## src/rtl/router_fsm_nch_pkg.sv

```systemverilog
// Shared types for the N-channel router control FSM: state encodings and
// a constant clog2 helper used to size the address field and wait counter.
package router_pkg;

  localparam logic [3:0] ST_DECODE_ADDRESS     = 4'd0;
  localparam logic [3:0] ST_LOAD_FIRST_DATA    = 4'd1;
  localparam logic [3:0] ST_LOAD_DATA          = 4'd2;
  localparam logic [3:0] ST_LOAD_PARITY        = 4'd3;
  localparam logic [3:0] ST_FIFO_FULL          = 4'd4;
  localparam logic [3:0] ST_LOAD_AFTER_FULL    = 4'd5;
  localparam logic [3:0] ST_WAIT_TILL_EMPTY    = 4'd6;
  localparam logic [3:0] ST_CHECK_PARITY_ERROR = 4'd7;
  localparam logic [3:0] ST_DROP_PACKET        = 4'd8;

  typedef enum logic [3:0] {
    DECODE_ADDRESS     = ST_DECODE_ADDRESS,
    LOAD_FIRST_DATA    = ST_LOAD_FIRST_DATA,
    LOAD_DATA          = ST_LOAD_DATA,
    LOAD_PARITY        = ST_LOAD_PARITY,
    FIFO_FULL          = ST_FIFO_FULL,
    LOAD_AFTER_FULL    = ST_LOAD_AFTER_FULL,
    WAIT_TILL_EMPTY    = ST_WAIT_TILL_EMPTY,
    CHECK_PARITY_ERROR = ST_CHECK_PARITY_ERROR,
    DROP_PACKET        = ST_DROP_PACKET
  } state_t;

  function automatic int clog2(input int value);
    int result;
    int rem;
    result = 0;
    rem    = value - 1;
    while (rem > 0) begin
      result = result + 1;
      rem    = rem >> 1;
    end
    return result;
  endfunction

endpackage

```

## src/rtl/router_fsm_nch_if.sv

```systemverilog
// Control bundle between the router FSM (slave) and the register block,
// source and per-channel FIFOs (master side).
interface router_fsm_nch_if #(
  parameter int NUM_CH = 3,
  parameter int DATA_W = 8
);
  logic              pkt_valid;
  logic [DATA_W-1:0] data_in;
  logic [NUM_CH-1:0] fifo_full;
  logic [NUM_CH-1:0] fifo_empty;
  logic [NUM_CH-1:0] soft_reset;
  logic              parity_done;
  logic              low_pkt_valid;
  logic [NUM_CH-1:0] dest_sel;
  logic              write_enb;
  logic              detect_add;
  logic              lfd_state;
  logic              ld_state;
  logic              laf_state;
  logic              full_state;
  logic              rst_int_reg;
  logic              busy;
  logic              drop_pkt;

  modport master (
    output pkt_valid, data_in, fifo_full, fifo_empty, soft_reset,
           parity_done, low_pkt_valid,
    input  dest_sel, write_enb, detect_add, lfd_state, ld_state, laf_state,
           full_state, rst_int_reg, busy, drop_pkt
  );

  modport slave (
    input  pkt_valid, data_in, fifo_full, fifo_empty, soft_reset,
           parity_done, low_pkt_valid,
    output dest_sel, write_enb, detect_add, lfd_state, ld_state, laf_state,
           full_state, rst_int_reg, busy, drop_pkt
  );
endinterface

```

## src/rtl/router_fsm_nch.sv

```systemverilog
// N-channel packet router control FSM: latches the destination from the
// header, sequences FIFO loads, and drops invalid or starved packets.
module router_fsm_nch
  import router_pkg::*;
#(
  parameter int NUM_CH       = 3,
  parameter int DATA_W       = 8,
  parameter int WAIT_TIMEOUT = 64
) (
  input  logic            clock,
  input  logic            resetn,
  router_fsm_nch_if.slave bus
);

  localparam int ADDR_RAW   = (clog2(NUM_CH) > 1) ? clog2(NUM_CH) : 1;
  localparam int ADDR_W     = (ADDR_RAW > DATA_W) ? DATA_W : ADDR_RAW;
  localparam int CNT_W      = (clog2(WAIT_TIMEOUT + 1) > 1) ? clog2(WAIT_TIMEOUT + 1) : 1;
  localparam int CNT_LAST_I = (WAIT_TIMEOUT > 0) ? WAIT_TIMEOUT - 1 : 0;
  localparam logic [CNT_W-1:0] CNT_LAST = CNT_W'(CNT_LAST_I);

  state_t            state;
  state_t            next_state;
  logic [ADDR_W-1:0] hdr_addr;
  logic [ADDR_W-1:0] dest_addr;
  logic [NUM_CH-1:0] dest_sel_q;
  logic [CNT_W-1:0]  wait_cnt;
  logic              addr_ok;
  logic              detect_add_q, lfd_q, ld_q, laf_q, full_q, rst_int_q;
  logic              write_enb_q, busy_q, drop_pkt_q;

  assign hdr_addr = bus.data_in[ADDR_W-1:0];
  assign addr_ok  = ({{(32-ADDR_W){1'b0}}, hdr_addr} < NUM_CH);

  // Transitions after DECODE use only the latched destination, never live header bits.
  always_comb begin
    next_state = state;
    unique case (state)
      DECODE_ADDRESS: begin
        if (bus.pkt_valid) begin
          if (!addr_ok)                     next_state = DROP_PACKET;
          else if (bus.fifo_empty[hdr_addr]) next_state = LOAD_FIRST_DATA;
          else                              next_state = WAIT_TILL_EMPTY;
        end
      end
      WAIT_TILL_EMPTY: begin
        if (bus.fifo_empty[dest_addr])                   next_state = LOAD_FIRST_DATA;
        else if (WAIT_TIMEOUT != 0 && wait_cnt == CNT_LAST) next_state = DROP_PACKET;
      end
      LOAD_FIRST_DATA: next_state = LOAD_DATA;
      LOAD_DATA: begin
        if (bus.fifo_full[dest_addr]) next_state = FIFO_FULL;
        else if (!bus.pkt_valid)      next_state = LOAD_PARITY;
      end
      LOAD_PARITY: next_state = CHECK_PARITY_ERROR;
      FIFO_FULL: begin
        if (!bus.fifo_full[dest_addr]) next_state = LOAD_AFTER_FULL;
      end
      LOAD_AFTER_FULL: begin
        if (bus.parity_done)        next_state = DECODE_ADDRESS;
        else if (bus.low_pkt_valid) next_state = LOAD_PARITY;
        else                        next_state = LOAD_DATA;
      end
      CHECK_PARITY_ERROR: begin
        if (bus.fifo_full[dest_addr]) next_state = FIFO_FULL;
        else                          next_state = DECODE_ADDRESS;
      end
      DROP_PACKET: begin
        if (!bus.pkt_valid) next_state = DECODE_ADDRESS;
      end
      default: next_state = DECODE_ADDRESS;
    endcase
    if (state != DECODE_ADDRESS && state != DROP_PACKET && bus.soft_reset[dest_addr])
      next_state = DECODE_ADDRESS;
  end

  // Outputs are decoded from the next state so they line up with the registered state.
  always_ff @(posedge clock) begin
    if (!resetn) begin
      state        <= DECODE_ADDRESS;
      detect_add_q <= 1'b1;
      lfd_q        <= 1'b0;
      ld_q         <= 1'b0;
      laf_q        <= 1'b0;
      full_q       <= 1'b0;
      rst_int_q    <= 1'b0;
      write_enb_q  <= 1'b0;
      busy_q       <= 1'b0;
      drop_pkt_q   <= 1'b0;
    end else begin
      state        <= next_state;
      detect_add_q <= (next_state == DECODE_ADDRESS);
      lfd_q        <= (next_state == LOAD_FIRST_DATA);
      ld_q         <= (next_state == LOAD_DATA);
      laf_q        <= (next_state == LOAD_AFTER_FULL);
      full_q       <= (next_state == FIFO_FULL);
      rst_int_q    <= (next_state == CHECK_PARITY_ERROR);
      write_enb_q  <= (next_state == LOAD_DATA) || (next_state == LOAD_PARITY) ||
                      (next_state == LOAD_AFTER_FULL);
      busy_q       <= !((next_state == DECODE_ADDRESS) || (next_state == LOAD_DATA) ||
                        (next_state == DROP_PACKET));
      drop_pkt_q   <= (next_state == DROP_PACKET) && (state != DROP_PACKET);
    end
  end

  always_ff @(posedge clock) begin
    if (!resetn || state != WAIT_TILL_EMPTY) wait_cnt <= '0;
    else                                     wait_cnt <= wait_cnt + 1'b1;
  end

  always_ff @(posedge clock) begin
    if (!resetn) begin
      dest_addr  <= '0;
      dest_sel_q <= '0;
    end else if (state == DECODE_ADDRESS && bus.pkt_valid && addr_ok) begin
      dest_addr  <= hdr_addr;
      dest_sel_q <= {{(NUM_CH-1){1'b0}}, 1'b1} << hdr_addr;
    end
  end

  assign bus.dest_sel    = dest_sel_q;
  assign bus.write_enb   = write_enb_q;
  assign bus.detect_add  = detect_add_q;
  assign bus.lfd_state   = lfd_q;
  assign bus.ld_state    = ld_q;
  assign bus.laf_state   = laf_q;
  assign bus.full_state  = full_q;
  assign bus.rst_int_reg = rst_int_q;
  assign bus.busy        = busy_q;
  assign bus.drop_pkt    = drop_pkt_q;

endmodule

```

## src/flat_wrapper.sv

```systemverilog
// flat-port wrapper written by rule: the top's interface ports become plain ports
module router_fsm_nch_flat import router_pkg::*;
#(
  parameter int NUM_CH       = 3,
  parameter int DATA_W       = 8,
  parameter int WAIT_TIMEOUT = 64
)
  (clock, resetn, bus_pkt_valid, bus_data_in, bus_fifo_full, bus_fifo_empty, bus_soft_reset, bus_parity_done, bus_low_pkt_valid, bus_dest_sel, bus_write_enb, bus_detect_add, bus_lfd_state, bus_ld_state, bus_laf_state, bus_full_state, bus_rst_int_reg, bus_busy, bus_drop_pkt);
  router_fsm_nch_if #(.NUM_CH(NUM_CH), .DATA_W(DATA_W)) bus_i ();
  input  logic clock;
  input  logic resetn;
  input wire logic [$bits(bus_i.pkt_valid)-1:0] bus_pkt_valid;
  input wire logic [$bits(bus_i.data_in)-1:0] bus_data_in;
  input wire logic [$bits(bus_i.fifo_full)-1:0] bus_fifo_full;
  input wire logic [$bits(bus_i.fifo_empty)-1:0] bus_fifo_empty;
  input wire logic [$bits(bus_i.soft_reset)-1:0] bus_soft_reset;
  input wire logic [$bits(bus_i.parity_done)-1:0] bus_parity_done;
  input wire logic [$bits(bus_i.low_pkt_valid)-1:0] bus_low_pkt_valid;
  output wire logic [$bits(bus_i.dest_sel)-1:0] bus_dest_sel;
  output wire logic [$bits(bus_i.write_enb)-1:0] bus_write_enb;
  output wire logic [$bits(bus_i.detect_add)-1:0] bus_detect_add;
  output wire logic [$bits(bus_i.lfd_state)-1:0] bus_lfd_state;
  output wire logic [$bits(bus_i.ld_state)-1:0] bus_ld_state;
  output wire logic [$bits(bus_i.laf_state)-1:0] bus_laf_state;
  output wire logic [$bits(bus_i.full_state)-1:0] bus_full_state;
  output wire logic [$bits(bus_i.rst_int_reg)-1:0] bus_rst_int_reg;
  output wire logic [$bits(bus_i.busy)-1:0] bus_busy;
  output wire logic [$bits(bus_i.drop_pkt)-1:0] bus_drop_pkt;
  assign bus_i.pkt_valid = bus_pkt_valid;
  assign bus_i.data_in = bus_data_in;
  assign bus_i.fifo_full = bus_fifo_full;
  assign bus_i.fifo_empty = bus_fifo_empty;
  assign bus_i.soft_reset = bus_soft_reset;
  assign bus_i.parity_done = bus_parity_done;
  assign bus_i.low_pkt_valid = bus_low_pkt_valid;
  assign bus_dest_sel = bus_i.dest_sel;
  assign bus_write_enb = bus_i.write_enb;
  assign bus_detect_add = bus_i.detect_add;
  assign bus_lfd_state = bus_i.lfd_state;
  assign bus_ld_state = bus_i.ld_state;
  assign bus_laf_state = bus_i.laf_state;
  assign bus_full_state = bus_i.full_state;
  assign bus_rst_int_reg = bus_i.rst_int_reg;
  assign bus_busy = bus_i.busy;
  assign bus_drop_pkt = bus_i.drop_pkt;
  router_fsm_nch #(.NUM_CH(NUM_CH), .DATA_W(DATA_W), .WAIT_TIMEOUT(WAIT_TIMEOUT)) u_core (.clock(clock), .resetn(resetn), .bus(bus_i));
endmodule
```

## config.mk

```make
export PLATFORM = sky130hd
export DESIGN_NAME = router_fsm_nch_flat
export DESIGN_NICKNAME = d
export VERILOG_FILES = /design/src/rtl/router_fsm_nch_pkg.sv /design/src/rtl/router_fsm_nch_if.sv /design/src/rtl/router_fsm_nch.sv /design/src/flat_wrapper.sv
export SDC_FILE = /design/constraint.sdc
export NUM_CORES = 1
export LEC_CHECK = 0
export ABC_AREA = 1
export CORE_MARGIN = 3
export CORE_UTILIZATION = 40
export CTS_CLUSTER_DIAMETER = 200
export DETAILED_ROUTE_END_ITERATION = 12
export GPL_TIMING_DRIVEN = 0
export PLACE_DENSITY = 0.72
export SLEW_MARGIN = 25
export SYNTH_ARGS = -nofsm -noshare
export SYNTH_HDL_FRONTEND = slang
export SYNTH_SLANG_ARGS = --single-unit
```

## constraint.sdc

```tcl
create_clock -name clock -period 2.1 [get_ports clock]
set_clock_uncertainty 0.2 [all_clocks]
set_input_delay 0.42 -clock clock [delete_from_list [all_inputs] [get_ports clock]]
set_output_delay 0.42 -clock clock [all_outputs]
set_load 0.01 [all_outputs]
```

==> metrics.md, run 1 <==
| Metric | Value |
|---|---|
| Clock transition at path regs | `0.14 ns` |
| Share of layout cells above drive strength 1 | `14.2%` |
| Layout area overhead | `28.1%` |
| Largest net degree at the start of global routing | `16` |
| Antenna violations before repair | `0` |
| Hold slack final | `0.261 ns` |
| Rows | `19` |
| Netlist cell types | `27` |
| Net Count, Synth | `204` |
| Drt wl/cell | `11.1 um` |
| HPWL reported at the end of detailed placement | `2260 um` |
| Worst vdd ir | `0.000479 V` |
| Dominant synthesized flop cell | `dfxtp_1` |
| Area of the multi-input gates | `671 um^2` |
| Post-synthesis async set-or-reset flop share | `0%` |
| Inserted Diodes | `0` |
| Clock buffer depth | `2` |
| Comb power frac | `47.9%` |
| Min-delay worst type | `reg2reg` |
| IO Pins | `34` |
| Setup violations, final | `0` |
| TritonCTS Buffers | `3` |
| Leading cell types in the layout, fill and taps excluded | `45 x nand2_1, 27 x clkdlybuf4s50_1, 25 x dfxtp_1, 22 x nor2_1, 20 x inv_1` |
| Hold Fails Final Rpt | `0` |
| Post-route DRC | `0` |
| Antenna Nets Post-Route | `0` |
| DRT Pass-1 Iters | `4` |
| Max H-tree Level | `1` |
| Clk pwr share | `14.0%` |
| Crit path max fanout | `6` |
| First-pass GRT wire length | `5150 um` |
| Drt first-iter violations | `38` |
| Post_cts resized | `0` |
| Leak | `0.697 nW` |
| Endpoint type of the worst setup path | `flop` |
| Biggest register | `u_core.wait_cnt` |
| Maximum Capacitance Violations | `0` |
| CP Data Arrival Time | `1.93 ns` |
| Cts hold-fix bufs | `0` |
| Die Wd | `62.3 um` |
| Pint | `0.000936 W` |
| Critical path type | `in2reg` |
| RSZ-0062 raised after global routing | `false` |
| Die area | `0.00388 mm^2` |
| Sw frac | `42.2%` |
| Clock root cell | `clkbuf_4` |
| Placed cell area | `0.00159 mm^2` |
| Vias in the first global route | `1253` |
| CTS tree | `built` |
| Post-CTS Setup Bufs | `0` |
| EDFF count, synth | `0` |
| Core Region | `0.00288 mm^2` |
| Vias after detailed routing | `1218` |
| Final period utilization | `89.9%` |
| Synth Instances | `181` |
| Die height | `62.3 um` |
| Post-route cell area | `0.00162 mm^2` |
| Post-Syn Area | `0.00127 mm^2` |
| Worst-Margin Slew | `0.321 ns` |
| Switch Pwr | `0.000682 W` |
| Synth Warn # | `0` |
| Flops & latches, synth | `25` |
| Commonest non-fill, non-tap cell in the layout | `nand2_1` |
| Max Freq | `530 MHz` |
| Port Buf Inserts | `27` |
| WL final | `2820 um` |
| Max FFs per register | `7` |
| WP data required | `2.14 ns` |
| Syn avg cell area | `7.00 um^2` |
| Latest clock arrival within the worst-skew pair | `0.33 ns` |
| GRT Util Overall | `16.2%` |
| Tot Pwr | `0.00162 W` |
| Starting Density | `44.0%` |
| Status | `completed` |
| Sequential cell area | `500 um^2` |
| Gpl congestion | `0.899` |
| Pwr dens | `997 mW/mm^2` |
| Min Tclk post-route | `1.89 ns` |
| Grt ovf | `0` |
| Filler cell count | `281` |
| Rel. slew slack | `78.4%` |
| Routed vias/inst | `4.80` |
| Register area share after synthesis | `39.5%` |
| Worst setup SP type | `primary input` |
| Max-slew violations | `0` |
| NumNets Final | `236` |
| Clk sinks | `25` |
| Sequential fraction of design power | `38.1%` |
-- Yosys cell counts (2+ instances only) --
cell type	instances	area (um^2)
a21oi_1	10	50.1
nor3_1	3	15.0
nor2_1	23	86.3
dfxtp_1	25	500
nor2_2	6	37.5
o21ai_0	4	20.0
nor2_4	3	33.8
inv_1	20	75.1
nand2_1	45	169
inv_2	5	18.8
nand2_4	3	33.8
nand4_2	2	25.0
nand3_1	15	75.1
nand2_2	4	25.0
-- metal layers --
layer	vias up	global-route usage, %	wire length, um
li1	638	-	-
met3	6	3.78	166
met2	38	27.8	1340
met5	-	0	0
met1	536	18.3	1250
met4	0	9.09	57
-- metrics by stage --
step / instances / setup WS, ns / util, % / setup TNS [ns]
floorplan: 181 / 0.370 / - / 0
CTS: 254 / 0.136 / 56.3 / 0
detailed placement: 250 / -0.135 / 55.2 / -0.581
global placement: 250 / -0.101 / 55.2 / -0.312
finish: 254 / 0.212 / 56.4 / 0
global route: 254 / 0.0457 / 56.4 / 0
-- cell families (layout without fill, tap and decap cells) --
logic type               after synthesis  after routing  share of synthesized area (%)
XOR/XNOR                               2              2                           1.38
flip-flops                            25             25                           39.5
AND/OR/NAND/NOR                      109            109                           42.8
adder cells (fa/ha/maj)                1              1                          0.988
AO/OA/AOI/OAI                         18             18                           7.61
buffers and inverters                 26             57                           7.71
-- worst max-delay path: stages --
cell             delay, ns
clkdlybuf4s50_1       0.55
nand2_1               0.11
nand4_2               0.18
nor2_2                0.06
nor2_2                0.18
nand2_2               0.08
nand2_4               0.10
nand2_2               0.08
nor2_1                0.11
nor2_1                0.05
-- cell type report --
class,instances,area share [%]
Timing Repair Buffer,27,16.7
Inverter,26,6.02
Clock inverter,1,0.463
Clock buffer,3,1.39
Multi-Input combinational cell,130,41.4
Tap cell,42,3.24
Sequential cell,25,30.9
-- power groups by stage --
stage / clock, W / combinational, W / sequential, W
after global routing: 0.000260 / 0.000866 / 0.000630
after detailed placement: 0 / 0.000776 / 0.000628
after CTS: 0.000238 / 0.000778 / 0.000617
after floorplan: 0 / 0.000516 / 0.000644
final: 0.000226 / 0.000774 / 0.000617
after global placement: 0 / 0.000763 / 0.000624
-- path summary, 6_finish.rpt --
| check | startpoint | endpoint | slack, ns | depth (start not counted) |
|---|---|---|---|---|
| min reg2reg | u_core.wait_cnt[0]$_SDFF_PP0_ | u_core.wait_cnt[0]$_SDFF_PP0_ | 0.26 | 1 |
| max | bus_data_in[0] | u_core.bus.busy$_SDFF_PN0_ | 0.21 | 10 |
| min | u_core.wait_cnt[0]$_SDFF_PP0_ | u_core.wait_cnt[0]$_SDFF_PP0_ | 0.26 | 1 |
| max reg2reg | u_core.wait_cnt[0]$_SDFF_PP0_ | u_core.bus.busy$_SDFF_PN0_ | 0.23 | 12 |
Power figures use the tool's default switching activity.
==> inputs of run 2 (changes only) <==
--- a/config.mk
+++ b/config.mk
@@ -10,6 +10,7 @@
 export CORE_UTILIZATION = 40
 export CTS_CLUSTER_DIAMETER = 200
 export DETAILED_ROUTE_END_ITERATION = 12
+export GPL_ROUTABILITY_DRIVEN = 0
 export GPL_TIMING_DRIVEN = 0
 export PLACE_DENSITY = 0.72
 export SLEW_MARGIN = 25
==> metrics.md, run 2 (synthesis gave the netlist of run 1 again) <==
| Metric | Value |
|---|---|
| Status | `completed` |
| NumNets Final | `236 (unchanged)` |
| Post_cts resized | `0 (unchanged)` |
| RSZ-0062 raised after global routing | `false` |
| Hold wc startpoint | `u_core.wait_cnt[0]$_SDFF_PP0_` |
| Maximum Capacitance Violations | `0 (unchanged)` |
| Worst reg2reg endpoint | `u_core.bus.busy$_SDFF_PN0_` |
| Vias in the first global route | `1158 (-7.6%)` |
| Latest clock arrival within the worst-skew pair | `0.34 ns (about the same)` |
| Max H-tree Level | `1 (unchanged)` |
| Vias after detailed routing | `1219 (+0.082%)` |
| Inserted Diodes | `0 (unchanged)` |
| CP Data Arrival Time | `1.93 ns (about the same)` |
| Flop2flop setup slack | `0.21 ns (-0.02 ns)` |
| Rel. slew slack | `78.9% (+0.46 points)` |
| Hold EP | `u_core.wait_cnt[0]$_SDFF_PP0_` |
| Die Wd | `62.3 um (unchanged)` |
| Cells on worst reg2reg path | `12 (unchanged)` |
| Filler cell count | `278 (-1.1%)` |
| Drt wl/cell | `10.8 um (-2.5%)` |
| Pwr dens | `1000 mW/mm^2 (+0.43%)` |
| Commonest non-fill, non-tap cell in the layout | `nand2_1` |
| Setup tns final | `0 ns (unchanged)` |
| Port Buf Inserts | `27 (unchanged)` |
| Starting Density | `44.0% (unchanged)` |
| GRT Util Overall | `15.0% (-1.1 points)` |
| Hold Path Stages | `1 (unchanged)` |
| Drt first-iter violations | `57 (+50%)` |
| Layout area overhead | `28.1% (unchanged)` |
| Placed Cells incl. Taps | `250 (unchanged)` |
| HPWL reported at the end of detailed placement | `2220 um (-2.1%)` |
| Crit path max fanout | `6 (unchanged)` |
| Worst vdd ir | `0.000440 V (-8.2%)` |
| WL final | `2750 um (-2.5%)` |
| Worst-Margin Slew | `0.315 ns (-0.00690 ns)` |
| Endpoint type of the worst setup path | `flop` |
| Cts hold-fix bufs | `0 (unchanged)` |
| RR Startpoint | `u_core.wait_cnt[0]$_SDFF_PP0_` |
| Biggest register | `u_core.wait_cnt` |
| Post-CTS Setup Bufs | `0 (unchanged)` |
| Die height | `62.3 um (unchanged)` |
| Antenna violations before repair | `0 (unchanged)` |
| Routed vias/inst | `4.80 (about the same)` |
| Post-route DRC | `0 (unchanged)` |
| Hold Fails Final Rpt | `0 (unchanged)` |
| Largest net degree at the start of global routing | `16 (unchanged)` |
| Grt ovf | `0 (unchanged)` |
| Tot Pwr | `0.00162 W (+0.43%)` |
| Clock root cell | `clkbuf_4` |
| DRT Pass-1 Iters | `4 (unchanged)` |
| WP data required | `2.15 ns (about the same)` |
| Min Tclk post-route | `1.89 ns (-0.00152 ns)` |
| Setup violations, final | `0 (unchanged)` |
| Fin cells | `254 (unchanged)` |
| Clk sinks | `25 (unchanged)` |
| Share of layout cells above drive strength 1 | `14.2% (unchanged)` |
| Clock transition at path regs | `0.14 ns (about the same)` |
| Leak | `0.697 nW (unchanged)` |
| Rows | `19 (unchanged)` |
| Die area | `0.00388 mm^2 (unchanged)` |
| Core Region | `0.00288 mm^2 (unchanged)` |
| Clock buffer depth | `2 (unchanged)` |
| CTS tree | `built` |
| Min-delay worst type | `reg2reg` |
| TritonCTS Buffers | `3 (unchanged)` |
| Antenna Nets Post-Route | `0 (unchanged)` |
| IO Pins | `34 (unchanged)` |
| Max-slew violations | `0 (unchanged)` |
| Max FFs per register | `7 (unchanged)` |
| Leading cell types in the layout, fill and taps excluded | `45 x nand2_1, 27 x clkdlybuf4s50_1, 25 x dfxtp_1, 22 x nor2_1, 20 x inv_1` |
| First-pass GRT wire length | `4740 um (-8.0%)` |
| Critical path type | `reg2reg` |
| Final period utilization | `89.8% (about the same)` |
| Max Freq | `530 MHz (about the same)` |
| Worst setup SP type | `flop` |
## run 2: cell counts in the layout (fill, tap and decap cells not counted)
Identical to the previous run, type by type.
## run 2: layout make-up
cell class              instances  area [um^2]  area share (%)
multi-input cells             130          671            41.4
flip-flops and latches         25          500            30.9
repair buffers                 27          270            16.7
inverters                      26         97.6            6.02
well taps                      42         52.6            3.24
clock buffers                   3         22.5            1.39
clock inverters                 1         7.51           0.463
## run 2: how the worst max path moves through the flow
stage	startpoint	end	depth (start not counted)
final	u_core.wait_cnt[0]$_SDFF_PP0_	u_core.bus.busy$_SDFF_PN0_	12
after floorplan	u_core.wait_cnt[0]$_SDFF_PP0_	u_core.bus.busy$_SDFF_PN0_	12
after global placement	bus_data_in[0]	u_core.bus.busy$_SDFF_PN0_	10
after detailed placement	bus_data_in[1]	u_core.bus.busy$_SDFF_PN0_	10
after global routing	u_core.wait_cnt[0]$_SDFF_PP0_	u_core.bus.busy$_SDFF_PN0_	12
after CTS	u_core.wait_cnt[0]$_SDFF_PP0_	u_core.bus.busy$_SDFF_PN0_	12
## run 2: critical path: stages (launching register included)
cell and delay, ns:
dfxtp_1 0.38, ha_1 0.17, nand2_1 0.08, nor2_2 0.16, nand2_1 0.10, nand2_1 0.07, nor2_1 0.05, nor2_2 0.15
nand2_2 0.09, nand2_4 0.10, nand2_2 0.08, nor2_1 0.12, nor2_1 0.05
## run 2: metrics by stage
step	setup slack (ns)	utilization, %	instance area (um^2)	hold slack (ns)
6_report	0.214	56.4	1620	0.257
5_1_grt	0.0357	56.4	1620	0.292
4_1_cts	0.152	56.3	1620	0.261
3_5_place_dp	-0.106	55.2	1590	0.237
3_3_place_gp	-0.100	55.2	1590	0.231
2_1_floorplan	0.370	-	1270	0.218
## run 2: where the power goes
| group | total [W] | internal [W] | switching (W) |
|---|---|---|---|
| Combinational | 0.000777 | 0.000305 | 0.000471 |
| Clock | 0.000230 | 0.0000731 | 0.000157 |
| Sequential | 0.000618 | 0.000557 | 0.0000604 |
## run 2: per-layer routing
layer	vias up	part of all wire [%]	global-route usage [%]	wire length, um
met4	0	2.4	7.99	65
met2	26	48	26.3	1330
met1	548	45	17.3	1240
met5	-	0	0	0
met3	7	3.9	2.70	108
li1	638	-	-	-
